==> config.mk <==
export PLATFORM = sky130hd
export DESIGN_NAME = apb3_eg_master_flat
export DESIGN_NICKNAME = d
export VERILOG_FILES = /design/src/rtl/apb3_eg_master_pkg.sv /design/src/rtl/apb3_eg_master_if.sv /design/src/rtl/apb3_eg_master_timer.sv /design/src/rtl/apb3_eg_master.sv /design/src/flat_wrapper.sv
export SDC_FILE = /design/constraint.sdc
export NUM_CORES = 1
export LEC_CHECK = 0
export BUFFER_PORTS_ARGS = -buffer_cell sky130_fd_sc_hd__buf_2
export CAP_MARGIN = 20
export CORE_MARGIN = 8
export CORE_UTILIZATION = 40
export DETAILED_ROUTE_END_ITERATION = 12
export PLACE_DENSITY = 0.74
export SYNTH_ARGS = -nofsm -noshare
export SYNTH_HDL_FRONTEND = slang
export SYNTH_SLANG_ARGS = --single-unit
==> constraint.sdc <==
create_clock -name pclk -period 4.9 [get_ports pclk]
set_input_delay 0.735 -clock pclk [delete_from_list [all_inputs] [get_ports pclk]]
set_output_delay 0.735 -clock pclk [all_outputs]
set_load 0.01 [all_outputs]
==> src/rtl/apb3_eg_master_pkg.sv <==
// Shared types and constants for the APB3 example master: FSM encoding,
// response-register layout and wait-counter width.
package apb3_eg_master_pkg;

  localparam int TIMEOUT_W = 8;

  typedef enum logic [1:0] {
    ST_IDLE   = 2'b00,
    ST_SETUP  = 2'b01,
    ST_ACCESS = 2'b10
  } state_t;

  typedef struct packed {
    logic [31:0] rdata;
    logic        err;
    logic        timeout;
  } rsp_t;

  localparam rsp_t RSP_RESET = '0;

  function automatic rsp_t rsp_pack(input logic [31:0] rdata, input logic err,
                                    input logic timeout);
    rsp_t r;
    r.rdata   = rdata;
    r.err     = err;
    r.timeout = timeout;
    return r;
  endfunction

endpackage

==> src/rtl/apb3_eg_master_if.sv <==
// Command, response and APB3 bus signals of the example master, with the
// master (DUT) view and the slave (environment) view.
interface apb3_eg_master_if #(
  parameter int ADDRWIDTH = 12
);
  logic                 cmd_valid;
  logic                 cmd_ready;
  logic                 cmd_write;
  logic [ADDRWIDTH-1:0] cmd_addr;
  logic [31:0]          cmd_wdata;
  logic                 rsp_valid;
  logic                 rsp_ready;
  logic [31:0]          rsp_rdata;
  logic                 rsp_err;
  logic                 rsp_timeout;
  logic                 psel;
  logic                 penable;
  logic                 pwrite;
  logic [ADDRWIDTH-1:0] paddr;
  logic [31:0]          pwdata;
  logic [31:0]          prdata;
  logic                 pready;
  logic                 pslverr;

  modport master (
    input  cmd_valid, cmd_write, cmd_addr, cmd_wdata, rsp_ready,
           prdata, pready, pslverr,
    output cmd_ready, rsp_valid, rsp_rdata, rsp_err, rsp_timeout,
           psel, penable, pwrite, paddr, pwdata
  );

  modport slave (
    output cmd_valid, cmd_write, cmd_addr, cmd_wdata, rsp_ready,
           prdata, pready, pslverr,
    input  cmd_ready, rsp_valid, rsp_rdata, rsp_err, rsp_timeout,
           psel, penable, pwrite, paddr, pwdata
  );
endinterface

==> src/rtl/apb3_eg_master_timer.sv <==
// Wait-state counter for the ACCESS phase: cleared by start, advanced by inc,
// flags expiry on the last permitted wait cycle. TIMEOUT=0 never expires.
module apb3_eg_master_timer
  import apb3_eg_master_pkg::*;
#(
  parameter int TIMEOUT = 16
) (
  input  logic clk,
  input  logic rst,
  input  logic i_start,
  input  logic i_inc,
  output logic o_expired
);
  localparam bit                   LP_EN   = (TIMEOUT != 0);
  localparam logic [TIMEOUT_W-1:0] LP_LAST = TIMEOUT_W'(TIMEOUT - 1);
  localparam logic [TIMEOUT_W-1:0] LP_STOP = LP_EN ? TIMEOUT_W'(TIMEOUT) : '1;

  logic [TIMEOUT_W-1:0] r_count;

  always_ff @(posedge clk or posedge rst) begin
    if (rst) begin
      r_count <= '0;
    end else if (i_start) begin
      r_count <= '0;
    end else if (i_inc && (r_count != LP_STOP)) begin
      r_count <= r_count + TIMEOUT_W'(1);
    end
  end

  assign o_expired = LP_EN && (r_count == LP_LAST);

endmodule

==> src/rtl/apb3_eg_master.sv <==
// Single-outstanding APB3 initiator: valid/ready command in, one-entry
// response register out, with optional PREADY timeout abort.
module apb3_eg_master
  import apb3_eg_master_pkg::*;
#(
  parameter int ADDRWIDTH = 12,
  parameter int TIMEOUT   = 16
) (
  input logic              pclk,
  input logic              preset,
  apb3_eg_master_if.master bus
);
  state_t               r_state;
  logic                 r_psel;
  logic                 r_penable;
  logic                 r_pwrite;
  logic [ADDRWIDTH-1:0] r_paddr;
  logic [31:0]          r_pwdata;
  logic                 r_rsp_valid;
  rsp_t                 r_rsp;

  logic w_cmd_ready;
  logic w_accept;
  logic w_done;
  logic w_abort;
  logic w_expired;

  assign w_cmd_ready = (r_state == ST_IDLE) && !r_rsp_valid;
  assign w_accept    = bus.cmd_valid && w_cmd_ready;
  assign w_done      = (r_state == ST_ACCESS) && r_psel && r_penable && bus.pready;
  // Completion is checked first, so pready on the final permitted cycle wins.
  assign w_abort     = (r_state == ST_ACCESS) && !bus.pready && w_expired;

  apb3_eg_master_timer #(
    .TIMEOUT (TIMEOUT)
  ) u_timer (
    .clk       (pclk),
    .rst       (preset),
    .i_start   (r_state == ST_SETUP),
    .i_inc     ((r_state == ST_ACCESS) && !bus.pready),
    .o_expired (w_expired)
  );

  always_ff @(posedge pclk or posedge preset) begin
    if (preset) begin
      r_state   <= ST_IDLE;
      r_psel    <= 1'b0;
      r_penable <= 1'b0;
      r_pwrite  <= 1'b0;
      r_paddr   <= '0;
      r_pwdata  <= '0;
    end else begin
      case (r_state)
        ST_IDLE: begin
          if (w_accept) begin
            r_pwrite <= bus.cmd_write;
            r_paddr  <= bus.cmd_addr & ~ADDRWIDTH'(3);
            r_pwdata <= bus.cmd_wdata;
            r_psel   <= 1'b1;
            r_state  <= ST_SETUP;
          end
        end
        ST_SETUP: begin
          r_penable <= 1'b1;
          r_state   <= ST_ACCESS;
        end
        ST_ACCESS: begin
          if (w_done || w_abort) begin
            r_psel    <= 1'b0;
            r_penable <= 1'b0;
            r_state   <= ST_IDLE;
          end
        end
        default: begin
          r_psel    <= 1'b0;
          r_penable <= 1'b0;
          r_state   <= ST_IDLE;
        end
      endcase
    end
  end

  always_ff @(posedge pclk or posedge preset) begin
    if (preset) begin
      r_rsp_valid <= 1'b0;
      r_rsp       <= RSP_RESET;
    end else if (w_done) begin
      r_rsp_valid <= 1'b1;
      r_rsp       <= rsp_pack(r_pwrite ? 32'h0 : bus.prdata, bus.pslverr, 1'b0);
    end else if (w_abort) begin
      r_rsp_valid <= 1'b1;
      r_rsp       <= rsp_pack(32'h0, 1'b1, 1'b1);
    end else if (r_rsp_valid && bus.rsp_ready) begin
      r_rsp_valid <= 1'b0;
    end
  end

  assign bus.cmd_ready   = w_cmd_ready;
  assign bus.psel        = r_psel;
  assign bus.penable     = r_penable;
  assign bus.pwrite      = r_pwrite;
  assign bus.paddr       = r_paddr;
  assign bus.pwdata      = r_pwdata;
  assign bus.rsp_valid   = r_rsp_valid;
  assign bus.rsp_rdata   = r_rsp.rdata;
  assign bus.rsp_err     = r_rsp.err;
  assign bus.rsp_timeout = r_rsp.timeout;

endmodule

==> src/flat_wrapper.sv <==
// flat-port wrapper written by rule: the top's interface ports become plain ports
module apb3_eg_master_flat import apb3_eg_master_pkg::*;
#(
  parameter int ADDRWIDTH = 12,
  parameter int TIMEOUT   = 16
)
  (pclk, preset, bus_cmd_valid, bus_cmd_write, bus_cmd_addr, bus_cmd_wdata, bus_rsp_ready, bus_prdata, bus_pready, bus_pslverr, bus_cmd_ready, bus_rsp_valid, bus_rsp_rdata, bus_rsp_err, bus_rsp_timeout, bus_psel, bus_penable, bus_pwrite, bus_paddr, bus_pwdata);
  apb3_eg_master_if #(.ADDRWIDTH(ADDRWIDTH)) bus_i ();
  input logic pclk;
  input logic preset;
  input wire logic [$bits(bus_i.cmd_valid)-1:0] bus_cmd_valid;
  input wire logic [$bits(bus_i.cmd_write)-1:0] bus_cmd_write;
  input wire logic [$bits(bus_i.cmd_addr)-1:0] bus_cmd_addr;
  input wire logic [$bits(bus_i.cmd_wdata)-1:0] bus_cmd_wdata;
  input wire logic [$bits(bus_i.rsp_ready)-1:0] bus_rsp_ready;
  input wire logic [$bits(bus_i.prdata)-1:0] bus_prdata;
  input wire logic [$bits(bus_i.pready)-1:0] bus_pready;
  input wire logic [$bits(bus_i.pslverr)-1:0] bus_pslverr;
  output wire logic [$bits(bus_i.cmd_ready)-1:0] bus_cmd_ready;
  output wire logic [$bits(bus_i.rsp_valid)-1:0] bus_rsp_valid;
  output wire logic [$bits(bus_i.rsp_rdata)-1:0] bus_rsp_rdata;
  output wire logic [$bits(bus_i.rsp_err)-1:0] bus_rsp_err;
  output wire logic [$bits(bus_i.rsp_timeout)-1:0] bus_rsp_timeout;
  output wire logic [$bits(bus_i.psel)-1:0] bus_psel;
  output wire logic [$bits(bus_i.penable)-1:0] bus_penable;
  output wire logic [$bits(bus_i.pwrite)-1:0] bus_pwrite;
  output wire logic [$bits(bus_i.paddr)-1:0] bus_paddr;
  output wire logic [$bits(bus_i.pwdata)-1:0] bus_pwdata;
  assign bus_i.cmd_valid = bus_cmd_valid;
  assign bus_i.cmd_write = bus_cmd_write;
  assign bus_i.cmd_addr = bus_cmd_addr;
  assign bus_i.cmd_wdata = bus_cmd_wdata;
  assign bus_i.rsp_ready = bus_rsp_ready;
  assign bus_i.prdata = bus_prdata;
  assign bus_i.pready = bus_pready;
  assign bus_i.pslverr = bus_pslverr;
  assign bus_cmd_ready = bus_i.cmd_ready;
  assign bus_rsp_valid = bus_i.rsp_valid;
  assign bus_rsp_rdata = bus_i.rsp_rdata;
  assign bus_rsp_err = bus_i.rsp_err;
  assign bus_rsp_timeout = bus_i.rsp_timeout;
  assign bus_psel = bus_i.psel;
  assign bus_penable = bus_i.penable;
  assign bus_pwrite = bus_i.pwrite;
  assign bus_paddr = bus_i.paddr;
  assign bus_pwdata = bus_i.pwdata;
  apb3_eg_master #(.ADDRWIDTH(ADDRWIDTH), .TIMEOUT(TIMEOUT)) u_core (.pclk(pclk), .preset(preset), .bus(bus_i));
endmodule
==> flow_summary.json <==
{
  "hold_viol_final": 0,
  "powerDensity_mw_per_mm2": 608,
  "drc": 0,
  "grt_pass1_vias": 2690,
  "syn_avg_cell_area_sq_um": 14.5,
  "die_h_microns": 109,
  "avgViaCountPerCell": 4.87,
  "finalMaxSlewViolations": 0,
  "diodes": 0,
  "crit_arrival_ns": 2.34,
  "yosysWarningCount": 0,
  "die_area_sq_mm": 0.0120,
  "antenna_found_initial": 1,
  "r2r-end": "u_core.bus.rsp_rdata[23]$_DFFE_PP0P_",
  "ys_seq_area_share_pct": 64.6,
  "cts.clk_slew.worst_paths_ns": 0.09,
  "coreArea_sq_mm": 0.00859,
  "synth_cell_type_count": 33,
  "htree_num_levels": 3,
  "first_pass_iters": 4,
  "die_w_microns": 109,
  "peakVddDrop_mv": 0.260,
  "max_freq_mhz": 475,
  "grt_pass1_wl_mm": 13.2,
  "post-cts-setup-buffers": 0,
  "grt_max_degree": 50,
  "cp_num_buf_inv": 1,
  "maxCapViolCount": 0,
  "start_util_pct": 40.6,
  "drtIter0Drc": 113,
  "hold_buffers": 0,
  "synth_cells": 240,
  "finalSetupTns_ns": 0,
  "critPathRequiredTime_ns": 5.14,
  "critPathMaxStageDelay_ns": 0.50,
  "vias": 2493,
  "place_congestion": 0.779,
  "synth-seq-cells": 90,
  "endpoint_kind": "flop",
  "layout-drive-gt1-share_pct": 56.2,
  "io_buffer_count": 161,
  "hold_class": "in2async",
  "worstSetupPathType": "in2reg",
  "cts.sinks": 90,
  "crit_family": "simple AND/OR/NAND/NOR gates",
  "finalNetCount": 484,
  "worstReg2RegStart": "u_core.r_state[0]$_DFFE_PP0P_",
  "cts_tree": "yes",
  "cts_buffers": 9,
  "worstMarginPinSlew_ns": 0.995,
  "setup_violations": 0,
  "critPathMaxFanout": 34,
  "slew_headroom_pct": 33.7,
  "fin_skew_ns": 0.00975,
  "cpMaxStageDelayCell": "or3b_1",
  "status": "finished, final reports clean",
  "rsz0062_at_grt": "false",
  "synth_area_sq_mm": 0.00349,
  "num-fill-cells": 775,
  "reg2reg_slack_ns": 2.80,
  "clk_latency_ns": 0.35,
  "track_usage_pct": 14.0,
  "final.min_clock_period_ns": 2.11,
  "drt_wl_total_mm": 8.39,
  "rows": 34,
  "final_common_cell": "buf_2",
  "grt.overflow.total": 0,
  "cp.depth": 5,
  "cts_resized": 0,
  "p_leak_nw": 2.30,
  "reg2regPathDepth": 4,
  "finalCritPeriodShare_pct": 43.0,
  "critPathLaunchType": "input port",
  "wl_per_cell_microns": 16.4,
  "crit_path_cell_trace": "buf_2 -> or3b_1 -> nor4b_4 -> nor2_4 -> a22o_1",
  "antenna_left": 0,
  "area_growth_pct": 30.5,
  "cts.path.max_buffers": 2,
  "ios": 166,
  "final_cell_mix": "buf_2, dfrtp_1, mux2_2, a22o_1, nor2_1",
  "dp_hpwl_mm": 6.20,
  "cts_root_buf": "clkbuf_8",
  "holdWs_ns": 0.467
}
[registers in the layout, summed over array words and instances (netlist names)]
signal / count
u_core.bus.pwdata: 32
u_core.bus.rsp_rdata: 32
u_core.bus.paddr: 10
u_core.u_timer.r_count: 8
u_core.r_state: 2
u_core.bus.penable: 1
u_core.bus.psel: 1
u_core.bus.pwrite: 1
u_core.bus.rsp_err: 1
u_core.bus.rsp_timeout: 1
u_core.bus.rsp_valid: 1
[layer usage]
layer  track usage, %  up-vias  part of all wire [%]
met1             16.3     1221                    39
met3             5.98       12                   9.6
li1                 -     1175                     -
met4             5.50        2                   1.4
met5                0        -                  0.16
met2             22.4       83                    49
[cell families (layout without fill, tap and decap cells)]
logic type / after synthesis / in the layout / synth area share [%]
buffers and inverters: 21 / 184 / 3.48
other: 1 / 2 / 0.108
adders and majority gates: 2 / 2 / 0.718
DFF: 90 / 90 / 64.6
and+or+nand+nor: 35 / 35 / 5.81
xor gates and xnor gates: 4 / 4 / 1.00
muxes: 45 / 45 / 14.5
AOI/OAI and AO/OA: 42 / 42 / 9.80
[synthesized netlist by cell type]
| master | instances | area (sq um) |
|---|---|---|
| o31ai_1 | 1 | 7.51 |
| mux2i_1 | 1 | 10.0 |
| or3_1 | 2 | 12.5 |
| conb_1 | 1 | 3.75 |
| buf_2 | 4 | 20.0 |
| ha_1 | 2 | 25.0 |
| o21ai_0 | 3 | 15.0 |
| a21o_1 | 2 | 15.0 |
| buf_4 | 2 | 15.0 |
| and4_1 | 1 | 8.76 |
| a21oi_1 | 3 | 15.0 |
| nand3_1 | 2 | 10.0 |
| or3b_1 | 1 | 8.76 |
| nor4_1 | 1 | 6.26 |
| and2b_1 | 1 | 7.51 |
| nor2_1 | 12 | 45.0 |
| nor4b_4 | 1 | 23.8 |
| nor4bb_1 | 1 | 10.0 |
| dfrtp_1 | 90 | 2250 |
| nor2_4 | 1 | 11.3 |
| nand4_1 | 1 | 6.26 |
| buf_1 | 1 | 3.75 |
| mux2_2 | 44 | 495 |
| inv_1 | 5 | 18.8 |
| buf_6 | 4 | 45.0 |
| clkbuf_1 | 5 | 18.8 |
| xnor2_1 | 4 | 35.0 |
| nor2b_1 | 1 | 6.26 |
| a22o_1 | 32 | 280 |
| a2111oi_0 | 1 | 8.76 |
| nor3_1 | 5 | 25.0 |
| nand2_1 | 4 | 15.0 |
| and2_1 | 1 | 6.26 |
[power breakdown]
group	internal (mW)	switching, mW	leakage, nW	total (mW)
clock	0.237	0.268	0.0889	0.505
sequential	1.05	0.168	1.12	1.22
combinational	0.539	0.503	1.10	1.04
total	1.83	0.940	2.30	2.77
[stage by stage]
step / util [%] / std cells / worst slack [ns] / instance area (sq um) / total power [mW]
final: 53.0 / 512 / 2.79 / 4550 / 2.77
after global routing: 53.0 / 512 / 2.67 / 4550 / 2.95
after CTS: 53.0 / 512 / 2.78 / 4550 / 2.82
after detailed placement: 50.7 / 496 / 2.42 / 4360 / 2.30
after global placement: 50.5 / 495 / 2.46 / 4340 / 2.25
after floorplan: - / 241 / 1.83 / 3490 / 1.87
[worst max path at each step]
stage / end / slack [ns] / start
finish: u_core.bus.rsp_rdata[23]$_DFFE_PP0P_ / 2.79 / bus_pready
floorplan: u_core.bus.paddr[10]$_DFFE_PP0P_ / 1.83 / preset
detailed placement: u_core.bus.rsp_rdata[23]$_DFFE_PP0P_ / 2.42 / bus_pready
global route: u_core.bus.paddr[10]$_DFFE_PP0P_ / 2.67 / u_core.r_state[0]$_DFFE_PP0P_
global placement: u_core.bus.rsp_rdata[14]$_DFFE_PP0P_ / 2.46 / bus_pready
CTS: u_core.bus.rsp_rdata[14]$_DFFE_PP0P_ / 2.78 / u_core.r_state[0]$_DFFE_PP0P_
[layout make-up]
| type | instances | area [sq um] | area share [%] |
|---|---|---|---|
| Multi-Input combinational cell | 130 | 1120 | 24.6 |
| Clock buffer | 10 | 128 | 2.80 |
| Clock inverter | 6 | 66.3 | 1.46 |
| Tap cell | 108 | 135 | 2.97 |
| Inverter | 5 | 20.0 | 0.440 |
| Sequential cell | 90 | 2250 | 49.5 |
| Timing Repair Buffer | 163 | 828 | 18.2 |
(Power assumes the default switching activity.)
